**src/rtl/mux_ndff_tx.sv**
```systemverilog
// Source-side sender for the mux/n-flop synchronizer: holds a word on data_hold,
// raises req, and runs a four-phase handshake against a locally synchronized ack.
module mux_ndff_tx #(
  parameter int DW          = 8,
  parameter int SYNC_STAGES = 2,
  parameter int TIMEOUT     = 256,
  parameter int CNT_W       = 16
) (
  input  logic             clk,
  input  logic             rst,
  input  logic             in_valid,
  input  logic [DW-1:0]    in_data,
  output logic             in_ready,
  input  logic             ack_async,
  output logic             req,
  output logic [DW-1:0]    data_hold,
  output logic             busy,
  output logic             err,
  output logic [CNT_W-1:0] xfer_cnt
);

  localparam int TW_RAW = $clog2(TIMEOUT + 1);
  localparam int TW     = (TW_RAW < 1) ? 1 : TW_RAW;
  localparam logic [TW-1:0] T_LAST = (TIMEOUT == 0) ? '0 : TW'(TIMEOUT - 1);

  typedef enum logic [1:0] {
    S_IDLE = 2'd0,
    S_REQ  = 2'd1,
    S_DROP = 2'd2
  } state_t;

  state_t                 state_q, state_d;
  logic                   req_q, req_d;
  logic [DW-1:0]          data_q, data_d;
  logic [TW-1:0]          timer_q, timer_d;
  logic                   err_q, err_d;
  logic [CNT_W-1:0]       cnt_q, cnt_d;
  logic [SYNC_STAGES-1:0] sync_q;
  logic                   ack_s;

  // ack_async crosses into clk here and nowhere else
  always_ff @(posedge clk) begin
    if (rst) begin
      sync_q <= '0;
    end else begin
      sync_q <= {sync_q[SYNC_STAGES-2:0], ack_async};
    end
  end

  assign ack_s = sync_q[SYNC_STAGES-1];

  always_ff @(posedge clk) begin
    if (rst) begin
      state_q <= S_IDLE;
      req_q   <= 1'b0;
      data_q  <= '0;
      timer_q <= '0;
      err_q   <= 1'b0;
      cnt_q   <= '0;
    end else begin
      state_q <= state_d;
      req_q   <= req_d;
      data_q  <= data_d;
      timer_q <= timer_d;
      err_q   <= err_d;
      cnt_q   <= cnt_d;
    end
  end

  always_comb begin
    state_d = state_q;
    req_d   = req_q;
    data_d  = data_q;
    timer_d = timer_q;
    err_d   = err_q;
    cnt_d   = cnt_q;
    case (state_q)
      S_IDLE: begin
        if (in_valid) begin
          data_d  = in_data;
          req_d   = 1'b1;
          timer_d = '0;
          state_d = S_REQ;
        end
      end
      S_REQ: begin
        timer_d = timer_q + TW'(1);
        // ack wins a same-cycle tie with the timeout
        if (ack_s) begin
          req_d   = 1'b0;
          cnt_d   = cnt_q + CNT_W'(1);
          state_d = S_DROP;
        end else if ((TIMEOUT != 0) && (timer_q == T_LAST)) begin
          req_d   = 1'b0;
          err_d   = 1'b1;
          state_d = S_DROP;
        end
      end
      S_DROP: begin
        if (!ack_s) begin
          state_d = S_IDLE;
        end
      end
      default: begin
        state_d = S_IDLE;
        req_d   = 1'b0;
      end
    endcase
  end

  always_comb begin
    in_ready = (state_q == S_IDLE);
    busy     = (state_q != S_IDLE);
  end

  assign req       = req_q;
  assign data_hold = data_q;
  assign err       = err_q;
  assign xfer_cnt  = cnt_q;

endmodule

```
**config.mk**
```make
export PLATFORM = sky130hd
export DESIGN_NAME = mux_ndff_tx
export DESIGN_NICKNAME = d
export VERILOG_FILES = /design/src/rtl/mux_ndff_tx.sv
export SDC_FILE = /design/constraint.sdc
export NUM_CORES = 1
export LEC_CHECK = 0
export CORE_MARGIN = 2
export CORE_UTILIZATION = 53
export DETAILED_ROUTE_END_ITERATION = 8
export PLACE_DENSITY = 0.86
export SETUP_SLACK_MARGIN = 0.05
export SYNTH_ARGS = -nofsm -noshare
export SYNTH_HDL_FRONTEND = slang
export SYNTH_SLANG_ARGS = --single-unit
```
**constraint.sdc**
```tcl
create_clock -name clk -period 2.93 [get_ports clk]
set_input_delay 0.7325 -clock clk [delete_from_list [all_inputs] [get_ports clk]]
set_output_delay 0.7325 -clock clk [all_outputs]
set_load 0.01 [all_outputs]
```
==> summary.txt <==
Die
  • Core box area: 0.00308 mm2
  • Die width: approximately 61 um
  • I/O pin cnt: 40
  • Starting Density: 0.558
  • Die Ht: 60.9 um
  • Placement Rows: 20
  • Die area: roughly 0.0037 mm2

Detailed routing
  • Drt drc: 0
  • Avg Vias per Cell: 5.18
  • Via count: about 1500
  • Total wire length: 3.61 mm
  • Antenna-violating nets left: 0
  • WL/cell: between 10 and 15 um
  • Violation count after the first detailed-route iteration: 41
  • First drt pass iteration count: 6

Final layout
  • Register area: 781 um2
  • Layout cells sized above 1: 0.0857
  • Filler cell count: about 250
  • # diodes: 0
  • Finished Cell Area: 0.00221 mm2
  • Final Net Count: 259
  • Area of the multi-input gates: between 800 and 900 um2
  • Area Overhead vs Synth: 28.6%

Logic synthesis
  • Synth Warn #: 0
  • Sequential fraction of the synthesis area: 0.454
  • Synth Register Bits: 39
  • Syn Inst Count: 202
  • Post-synth top area cell: dfxtp_1
  • Syn Nets: around 220
  • Synth Area in Compound Gates: 0.112
  • Post-synth ARST share: 0
  • Largest cells by area after synthesis: dfxtp_1 45%, a21oi_1 6.1%, nor2_1 6.1%, nand2_1 5.5%, xnor2_1 3.1%
  • Post-synthesis simple-gate area fraction: 0.310
  • Synth Area in Adders: 0.0218
  • EDFF count, synth: 0
  • Commonest cells post-synth: 39 x dfxtp_1, 28 x nor2_1, 25 x nand2_1
  • Syn avg cell area: 8.50 um2
  • Synth Flop Type: dfxtp_1
  • Top cell type's share of synthesized area: 0.454
  • Most frequent cell after synthesis: dfxtp_1
  • Largest family of logic cells by synthesized area: simple AND/OR/NAND/NOR gates
  • Distinct cells, synth: 42
  • Mapped cell area: 0.00172 mm2
  • Post-Synth XOR/XNOR Area: 0.0408
  • Post-synthesis mux area share: 0.0262

Pwr
  • Leakage power: 0.836 nW
  • Max IR drop VDD: approximately 0.00031 V
  • Cell area power density: 418 mW/mm2
  • Final Power: 0.000923 W

Worst setup path
  • CP arrival: roughly 1.7 ns
  • Crit-path max FO: 8
  • Critical path's largest stage delay: 0.53 ns
  • Crit-path cells: or2_2 -> inv_1 -> clkdlybuf4s50_1
  • Slowest-stage cell, CP: clkdlybuf4s50_1
  • Startpoint types: register
  • Buf/Inv on CP: 2
  • Critical path's top delay family: buffers and inverters
  • CP Capture Type: output pin
  • Kind of critical path: register to output pin
  • Worst Path Required: approximately 2.2 ns

STA
  • Crit share post-route: 0.819
  • Setup violators final: 0
  • Maximum clock rate: 0.417 GHz
  • RSZ-0062 raised after global routing: no
  • Fin Clk Skew: between 0.007 and 0.008 ns
  • Hold Violations, Final: 0
  • Fin. max-slew vios: 0
  • Slew headroom: 0.614
  • Slew @ Worst Pin: 0.577 ns
  • Minimum clock period: 2.40 ns
  • Worst setup margin: about 0.53 ns
  • Setup TNS: 0 ns

Status
  • Status: finished clean

Placed design
  • Post-DP HPWL: 2.61 mm
  • Pre-CTS setup slack: 0.732 ns
  • IO Port Bufs: 39
  • RD Place Congestion: 0.736
  • Placed instance area: 0.00216 mm2

GRT
  • Antenna violations before repair: 0
  • Largest net degree at the start of global routing: 19
  • Total GRT Usage: 0.218
  • First-pass GRT wire length: about 5.9 mm
  • Vias in the first global route: 1331
  • Gr ovfl total: 0

Clock network
  • CTS clock-pin slew for the worst setup and hold paths: around 0.11 ns
  • CTS resizes: 0
  • Clock Sinks: 39
  • Max Buffers Root-to-Sink: 2
  • Post-CTS Setup Bufs: 0
  • # hold bufs at CTS: 0
  • Clk_lat worst skew: 0.35 ns
  • Num CTS Buffers: 5
  • Root buffer cell: clkbuf_4
  • CTS tree: yes
  • CTS H-tree depth: 2

Run
  • Max-Cap Viols: 0

Hold path
  • Worst min path class: register to register
-- layer usage --
| layer | vias up | wire (um) | global-route usage |
|---|---|---|---|
| li1 | 775 | - | - |
| met1 | 663 | 1550 | 0.257 |
| met2 | 52 | 1770 | 0.356 |
| met3 | 7 | 225 | 0.0661 |
| met4 | 0 | 65 | 0.112 |
| met5 | - | 0 | 0 |
-- through the flow --
stage               cells  hold slack [ns]  utilization
floorplan             202            0.414            -
global placement      281            0.441        0.701
detailed placement    281            0.446        0.701
CTS                   289            0.461        0.718
global route          289            0.484        0.718
finish                289            0.458        0.718
-- final timing paths --
path	start	end	slack, ns	cells after the start
setup reg to reg	timer_q[0]	req	1.01	8
hold reg to reg	data_hold[2]	data_hold[2]	0.46	2
hold / removal	data_hold[2]	data_hold[2]	0.46	2
setup / recovery	state_q[0]	in_ready	0.53	3
-- cell type report --
| cell class | instances | share of cell area |
|---|---|---|
| well taps | 44 | 0.0249 |
| multi-input cells | 149 | 0.398 |
| repair buffers | 43 | 0.190 |
| inverters | 6 | 0.0102 |
| clock buffers | 5 | 0.0170 |
| flip-flops and latches | 39 | 0.353 |
| clock inverters | 3 | 0.00680 |
-- report_power, final --
part / internal, W / switching [W] / total [W]
clock: 0.0000893 / 0.000177 / 0.000266
combinational: 0.0000514 / 0.0000518 / 0.000103
sequential: 0.000543 / 0.0000107 / 0.000554
-- cells in the final DEF (no fill, tap or decap), drive strengths merged, types with 2 or more instances in the layout --
cell	Yosys	layout
dfxtp	39	39
clkdlybuf4s50	0	39
nor2	29	29
nand2	26	26
a21oi	21	21
nand3	9	9
nor2b	8	8
inv	6	6
xnor2	6	6
clkbuf	4	5
and3	4	4
o21ai	4	4
mux2	4	4
buf	4	4
nand4	4	4
or3	3	3
nand2b	3	3
a31oi	3	3
ha	3	3
clkinv	0	3
nor3	3	3
nor4	3	3
nand3b	2	2
xor2	2	2
or2	2	2
-- registers in the layout (all words and copies together), names as in the netlist --
name	flops
xfer_cnt	16
timer_q	9
data_hold	8
state_q	2
sync_q	2
err	1
req	1
-- logic make-up (layout without fill, tap and decap cells) --
logic type / Yosys count / count (layout)
simple gates: 100 / 100
mux: 4 / 4
compound gates: 34 / 34
fa+ha+maj: 3 / 3
buf+inv: 14 / 57
xor+xnor: 8 / 8
flops: 39 / 39
-- worst reg2reg max path: stages (launching register included) --
cell      delay [ns]
dfxtp_1         0.35
ha_1            0.23
and3_1          0.21
and3_1          0.21
and3_1          0.19
ha_1            0.19
nor2_1          0.23
nand3b_1        0.11
a21oi_1         0.14
Note: power is estimated with default switching activity, not from simulation.
